`src/rtl/dcmac_tx_pack.sv`:
```
// Segment packer for the DCMAC segmented TX stream: compacts packet-aligned input beats into
// dense output beats, carrying up to SEG_COUNT-1 leftover segments between beats.
module dcmac_tx_pack #(
  parameter int unsigned SEG_COUNT = 2
) (
  input  logic         clk,
  input  logic         reset,
  input  logic [127:0] in0_tdata,
  input  logic [3:0]   in0_tid,
  input  logic [2:0]   in0_tuser,
  input  logic         in0_tlast,
  input  logic [127:0] in1_tdata,
  input  logic [3:0]   in1_tid,
  input  logic [2:0]   in1_tuser,
  input  logic         in1_tlast,
  input  logic [127:0] in2_tdata,
  input  logic [3:0]   in2_tid,
  input  logic [2:0]   in2_tuser,
  input  logic         in2_tlast,
  input  logic [127:0] in3_tdata,
  input  logic [3:0]   in3_tid,
  input  logic [2:0]   in3_tuser,
  input  logic         in3_tlast,
  input  logic         in_tvalid,
  output logic         in_tready,
  output logic [127:0] out0_tdata,
  output logic [3:0]   out0_tid,
  output logic [2:0]   out0_tuser,
  output logic         out0_tlast,
  output logic [127:0] out1_tdata,
  output logic [3:0]   out1_tid,
  output logic [2:0]   out1_tuser,
  output logic         out1_tlast,
  output logic [127:0] out2_tdata,
  output logic [3:0]   out2_tid,
  output logic [2:0]   out2_tuser,
  output logic         out2_tlast,
  output logic [127:0] out3_tdata,
  output logic [3:0]   out3_tid,
  output logic [2:0]   out3_tuser,
  output logic         out3_tlast,
  output logic         out_tvalid,
  input  logic         out_tready,
  output logic [1:0]   dbg_hold_count
);

  // Segment word layout: {tlast, tuser[2:0], tid[3:0], tdata[127:0]}.
  localparam int unsigned SegW   = 136;
  localparam int unsigned EnaBit = 134;
  localparam int          SegN   = int'(SEG_COUNT);
  localparam logic [2:0]  SegCnt = 3'(SEG_COUNT);

  logic [SegW-1:0] in_seg    [4];
  logic [SegW-1:0] cat_seg   [8];
  logic [SegW-1:0] out_seg_d [4];
  logic [SegW-1:0] out_seg_q [4];
  logic [SegW-1:0] hold_d    [3];
  logic [SegW-1:0] hold_q    [3];
  logic [1:0]      hold_cnt_d, hold_cnt_q;
  logic            out_tvalid_d, out_tvalid_q;
  logic [2:0]      n_in, cat_cnt;
  logic            o_free, accept;

  assign in_seg[0] = {in0_tlast, in0_tuser, in0_tid, in0_tdata};
  assign in_seg[1] = {in1_tlast, in1_tuser, in1_tid, in1_tdata};
  assign in_seg[2] = {in2_tlast, in2_tuser, in2_tid, in2_tdata};
  assign in_seg[3] = {in3_tlast, in3_tuser, in3_tid, in3_tdata};

  assign o_free    = ~out_tvalid_q | out_tready;
  assign in_tready = o_free;
  assign accept    = in_tvalid & o_free;

  always_comb begin
    n_in = '0;
    for (int i = 0; i < 4; i++) begin
      if (i < SegN && in_seg[i][EnaBit]) n_in = n_in + 3'd1;
    end
  end

  // C = held segments followed by the active input segments; unused slots stay zero.
  always_comb begin
    for (int k = 0; k < 8; k++) cat_seg[k] = '0;
    for (int k = 0; k < 3; k++) begin
      if (k < int'(hold_cnt_q)) cat_seg[k] = hold_q[k];
    end
    for (int i = 0; i < 4; i++) begin
      if (i < int'(n_in)) cat_seg[i + int'(hold_cnt_q)] = in_seg[i];
    end
  end

  assign cat_cnt = {1'b0, hold_cnt_q} + n_in;

  always_comb begin
    out_seg_d    = out_seg_q;
    out_tvalid_d = out_tvalid_q;
    hold_d       = hold_q;
    hold_cnt_d   = hold_cnt_q;
    if (accept) begin
      if (cat_cnt >= SegCnt) begin
        out_tvalid_d = 1'b1;
        for (int i = 0; i < 4; i++) out_seg_d[i] = (i < SegN) ? cat_seg[i] : '0;
        for (int j = 0; j < 3; j++) hold_d[j] = cat_seg[j + SegN];
        hold_cnt_d = 2'(cat_cnt - SegCnt);
      end else begin
        out_tvalid_d = 1'b0;
        for (int i = 0; i < 4; i++) out_seg_d[i] = '0;
        for (int j = 0; j < 3; j++) hold_d[j] = cat_seg[j];
        hold_cnt_d = 2'(cat_cnt);
      end
    end else if (o_free && hold_cnt_q != 2'd0) begin
      // Flush leftovers; trailing segments go out as zeroed idle segments.
      out_tvalid_d = 1'b1;
      for (int i = 0; i < 4; i++) out_seg_d[i] = (i < int'(hold_cnt_q)) ? cat_seg[i] : '0;
      for (int j = 0; j < 3; j++) hold_d[j] = '0;
      hold_cnt_d = 2'd0;
    end else if (o_free) begin
      out_tvalid_d = 1'b0;
      for (int i = 0; i < 4; i++) out_seg_d[i] = '0;
    end
  end

  always_ff @(posedge clk or posedge reset) begin
    if (reset) begin
      for (int i = 0; i < 4; i++) out_seg_q[i] <= '0;
      for (int j = 0; j < 3; j++) hold_q[j] <= '0;
      hold_cnt_q   <= '0;
      out_tvalid_q <= 1'b0;
    end else begin
      out_seg_q    <= out_seg_d;
      hold_q       <= hold_d;
      hold_cnt_q   <= hold_cnt_d;
      out_tvalid_q <= out_tvalid_d;
    end
  end

  assign out_tvalid     = out_tvalid_q;
  assign dbg_hold_count = hold_cnt_q;

  assign out0_tdata = out_seg_q[0][127:0];
  assign out0_tid   = out_seg_q[0][131:128];
  assign out0_tuser = out_seg_q[0][134:132];
  assign out0_tlast = out_seg_q[0][135];
  assign out1_tdata = out_seg_q[1][127:0];
  assign out1_tid   = out_seg_q[1][131:128];
  assign out1_tuser = out_seg_q[1][134:132];
  assign out1_tlast = out_seg_q[1][135];
  assign out2_tdata = out_seg_q[2][127:0];
  assign out2_tid   = out_seg_q[2][131:128];
  assign out2_tuser = out_seg_q[2][134:132];
  assign out2_tlast = out_seg_q[2][135];
  assign out3_tdata = out_seg_q[3][127:0];
  assign out3_tid   = out_seg_q[3][131:128];
  assign out3_tuser = out_seg_q[3][134:132];
  assign out3_tlast = out_seg_q[3][135];

endmodule
```
`config.mk`:
```
export PLATFORM = sky130hd
export DESIGN_NAME = dcmac_tx_pack
export DESIGN_NICKNAME = d
export VERILOG_FILES = /design/src/rtl/dcmac_tx_pack.sv
export SDC_FILE = /design/constraint.sdc
export NUM_CORES = 2
export LEC_CHECK = 0
export ABC_CLOCK_PERIOD_IN_PS = 91100
export CAP_MARGIN = 20
export CORE_AREA = 4 4 421 423
export CTS_BUF_LIST = sky130_fd_sc_hd__clkbuf_8
export CTS_CLUSTER_SIZE = 28
export DETAILED_ROUTE_END_ITERATION = 8
export DIE_AREA = 0 0 425 427
export SYNTH_ARGS = -nofsm -noshare
export SYNTH_HDL_FRONTEND = slang
export SYNTH_SLANG_ARGS = --single-unit
```
`constraint.sdc`:
```
create_clock -name clk -period 91.1 [get_ports clk]
set_clock_uncertainty 0.05 [all_clocks]
set_input_delay 18.22 -clock clk [delete_from_list [all_inputs] [get_ports clk]]
set_output_delay 18.22 -clock clk [all_outputs]
set_load 0.02 [all_outputs]
```
-- Word level (Yosys, flattened, before mapping)
Index checks and enable logic that the tools add are counted.
- bits in registers: 955
- input bits: 548
- word-level logic and storage cells: 84
- add/subtract/negate cells: 6
- $lt $le $gt $ge: 16
- bitwise operators: 7
- reduce and logical (&&, ||, !) cells: 8
- mux-type cells: 38
- operators with widths (kind ; count):
    $bwmux W1088 ; 4
    $mux W1088 ; 4
    $mux W544 ; 4
    $demux W136 S3 ; 4
    $mux W136 ; 10
    $mux W408 ; 3
    $ge A32 B4 Y1 const B ; 4
    $lt A32 B1 Y1 const B ; 4
    $not A3 Y32 ; 3
    $not A2 Y32 ; 1
    $add A2 B2 Y3 const A ; 2
    $lt A1 B3 Y1 const A ; 2
    $lt A2 B3 Y1 const A ; 2
    $mux W2 ; 3
    $logic_and A1 B1 Y1 ; 5
    $mux W1 ; 5
    $lt A1 B2 Y1 const A ; 2
    $reduce_bool A2 Y1 ; 2
    $add A1 B2 Y3 const A ; 1
    $add A2 B3 Y3 ; 1
    $ge A3 B2 Y1 const B ; 1
    $mux W3 ; 1
    $reduce_bool A3 Y1 ; 1
    $add A1 B1 Y2 const B ; 1
    5 further kinds ; 5

-- Depth between registers and ports, before layout
- depth after elaboration: 16
- gate-level depth with buffers: 13
- gate-level depth less buffers: 9

-- Worst setup path before layout
No wires, ideal clock.
- path kind: input-to-output
- start: in out_tready
- end: out in_tready
- arrival: 18.586 ns
- path buffers: 1
- stages on the path: 3
- data required time: 72.830 ns
- slack: 54.244 ns
- cell sequence: nor2b_1 -> buf_2 -> inv_2
- word-level cells in the longest chain between the ends: 1
- RTL lines (item ; RTL line ; text):
    start: declaration ; 43 ; input logic out_tready,
    $or A1 B1 Y1 ; 69 ; assign o_free = ~out_tvalid_q | out_tready;
    end: declaration ; 25 ; output logic in_tready,
Every way passes these cells.

-- Worst setup path after layout
Same ends and word-level chain as after synthesis.

==> metrics.txt <==
outcome finished with violations; violated checks DRC; Netlist Area Pre-Place 47300 um^2; main combinational cell family by area after synthesis compound AO/OA/AOI/OAI gates; buffers plus inverters on the worst setup path 3; routed len/inst 28.6 um; EDFF count, synth 0; Clock Latency Late Sink 980 ps; cts bufs inserted 162; post-synthesis simple-gate area fraction 0.155; nets 5976; Max Slew Vio Count 0; RSZ-0062 raised after global routing false; crit start category input pin; H-tree levels 4; Slew headroom 0.121; Worst EP required 72830 ps; setup slack, reg-to-reg 84980 ps; antenna violations before repair 54; worst setup margin 53080 ps; layout cell share with drive strength beyond 1 0.0733; CP endpoint kind output pin; commonest cells after routing, fill and taps aside clkdlybuf4s50_1, dfrtp_1, nand2_1; # IOs 1096; critical path arrival 19750 ps; largest net degree at the start of global routing 189; Tcrit/Tclk final 0.417; Cell Area, Placed 56500 um^2; CTS tree done; number of port buffers 823; Total Wirelength 226000 um; HP Class register to register; post-synthesis cell count 4909; crit-path leading delay family buffers and inverters; pre-CTS setup slack 53030 ps; Die Height 427 um; first-pass GRT wire length 324000 um; post-route setup TNS 0 ps; Routed Antenna Nets 0; Slowest-stage cell, CP clkdlybuf4s50_1; Multi-input gate area 24100 um^2; worst-path maximum fanout 8; post-synthesis async set-or-reset flop share 1.00; initial core utilization 0.273; DRC 5; crit-path cells clkdlybuf4s50_1, nor2b_4, inv_2, clkdlybuf4s50_1; Avg Inst Size Synth 9.64 um^2; fillcell total 17.6k; maxcap violations 0; vias in the first global route 44.9k; RR Startpoint dbg_hold_count[1]; Lkg Pwr 26.7 nW; # Post-CTS Setup Buffers 0; actual slew at the worst max-slew pin 1320 ps; adder-cell area share of the yosys netlist 0.00122; hold_buf cts 0; complex-gate fraction of the synthesized area 0.311; routed vias 46.5k; Cell Pwr Density 24.9 nW/um^2; hold depth 1; Setup violations, final 0; overall power 0.00150 W; xor/xnor share of the synthesized area 0.000185; Die X-Extent 425 um; CTS clk-pin slew, worst paths 50 ps; final count of hold timing violations 0; Yosys cell types 56; highest clock rate 26.3 MHz; design area 60100 um^2; routability cong. 0.888; Post-CTS Resized 0; mux contribution to synthesized area 0.0288; Area growth syn-to-layout 27.0%; core area 173000 um^2; Post-DP HPWL 143000 um; Max VDD drop 0.0182 mV; 1st-iter DRT viols 5949; Worst Hold End out2_tdata[69]; gr usage total 0.238; remaining global-route overflow 0; clk buf depth 3; slowest cell delay on critical path 750 ps; CTS sink count 819; TritonRoute pass-1 iters 9; die area 181000 um^2; Synth warnings 0; Crit Path Class input pin to output pin; ys flop type dfrtp_1; vias per cell 5.87; root buf cell clkbuf_8; Core Rows 153; crit-path most repeated cell clkdlybuf4s50_1; post-synthesis sequential area ratio 0.433; worst reg2reg path endpoint hold_q[80]; Final min period 38020 ps; flip-flop and latch area 20500 um^2; commonest non-fill, non-tap cell in the layout clkdlybuf4s50_1; Reg2Reg Depth 8; HP Start out2_tdata[69]; register bit count reported by yosys 819
area by class of cell:
cell class / count / share of cell area
antenna: 51 / 0.00212
clock inverter: 96 / 0.0120
timing repair buffer: 899 / 0.150
sequential: 819 / 0.341
tap: 2325 / 0.0484
multi-input combinational: 3534 / 0.401
inverter: 8 / 0.000666
clock buffer: 195 / 0.0447
per-layer routing:
metal	vias to the layer above	GRT usage	part of all wire
met3	529	0.0530	0.091
li1	19600	-	-
met1	23500	0.304	0.39
met4	14	0.145	0.058
met2	2881	0.365	0.46
met5	-	0	0.00044
synthesized netlist by cell type, drive strengths merged, types with 2 or more instances:
library cell | number | share of area
a22o | 98 | 0.018
a21oi | 232 | 0.025
nor2b | 137 | 0.018
mux2 | 2 | 0.00048
o221ai | 94 | 0.017
and2 | 136 | 0.018
a32oi | 3 | 0.00056
and3b | 227 | 0.042
clkbuf | 385 | 0.031
ha | 3 | 0.00079
a222oi | 41 | 0.0087
a221o | 175 | 0.037
a32o | 309 | 0.065
dfrtp | 819 | 0.43
a31o | 41 | 0.0076
o31ai | 5 | 0.00079
and4b | 2 | 0.00042
a21o | 134 | 0.021
nor3 | 3 | 0.00053
nand3 | 273 | 0.029
o21ai | 408 | 0.045
inv | 8 | 0.00063
buf | 298 | 0.040
nor3b | 3 | 0.00058
a2bb2oi | 224 | 0.041
mux2i | 134 | 0.028
a22oi | 137 | 0.022
and2b | 5 | 0.00079
nor2 | 8 | 0.00069
nand2 | 547 | 0.043
a221oi | 2 | 0.00037
cell families after synthesis:
family | count (synthesis)
buf+inv | 691
other cells | 1
mux | 136
simple gates | 1349
flops | 819
compound gates | 1908
xor+xnor | 1
fa+ha+maj | 4
registers in the layout, summed over array words and instances (netlist names), 2 cells and up:
register and cells:
out1_tdata 128, out2_tid 4, out0_tuser 3, out2_tuser 3, hold_q 408, out2_tdata 128, out0_tid 4, dbg_hold_count 2
out1_tid 4, out1_tuser 3, out0_tdata 128
power breakdown:
part / internal [W] / switching (W)
Combinational: 0.000223 / 0.000344
Clock: 0.000221 / 0.000185
Sequential: 0.000460 / 0.0000637
Total: 0.000904 / 0.000592
worst max path at each step:
| stage | start | end | slack, ps | cells past startpoint |
|---|---|---|---|---|
| 3_3_place_gp | out_tready | in_tready | 53040 | 4 |
| 3_5_place_dp | out_tready | in_tready | 53030 | 4 |
| 2_1_floorplan | reset | dbg_hold_count[0] | 49830 | 1 |
| 6_report | out_tready | in_tready | 53080 | 4 |
| 5_1_grt | out_tready | in_tready | 53020 | 4 |
| 4_1_cts | out_tready | in_tready | 53030 | 4 |
stage by stage:
step            util  instances  hold WS (ps)
2_1_floorplan      -       5044           406
3_3_place_gp   0.326       7581           411
3_5_place_dp   0.326       7582           414
4_1_cts        0.345       7873           427
5_1_grt        0.346       7919           437
6_report       0.346       7927           424
No activity file was read; power rests on OpenSTA's default activity.
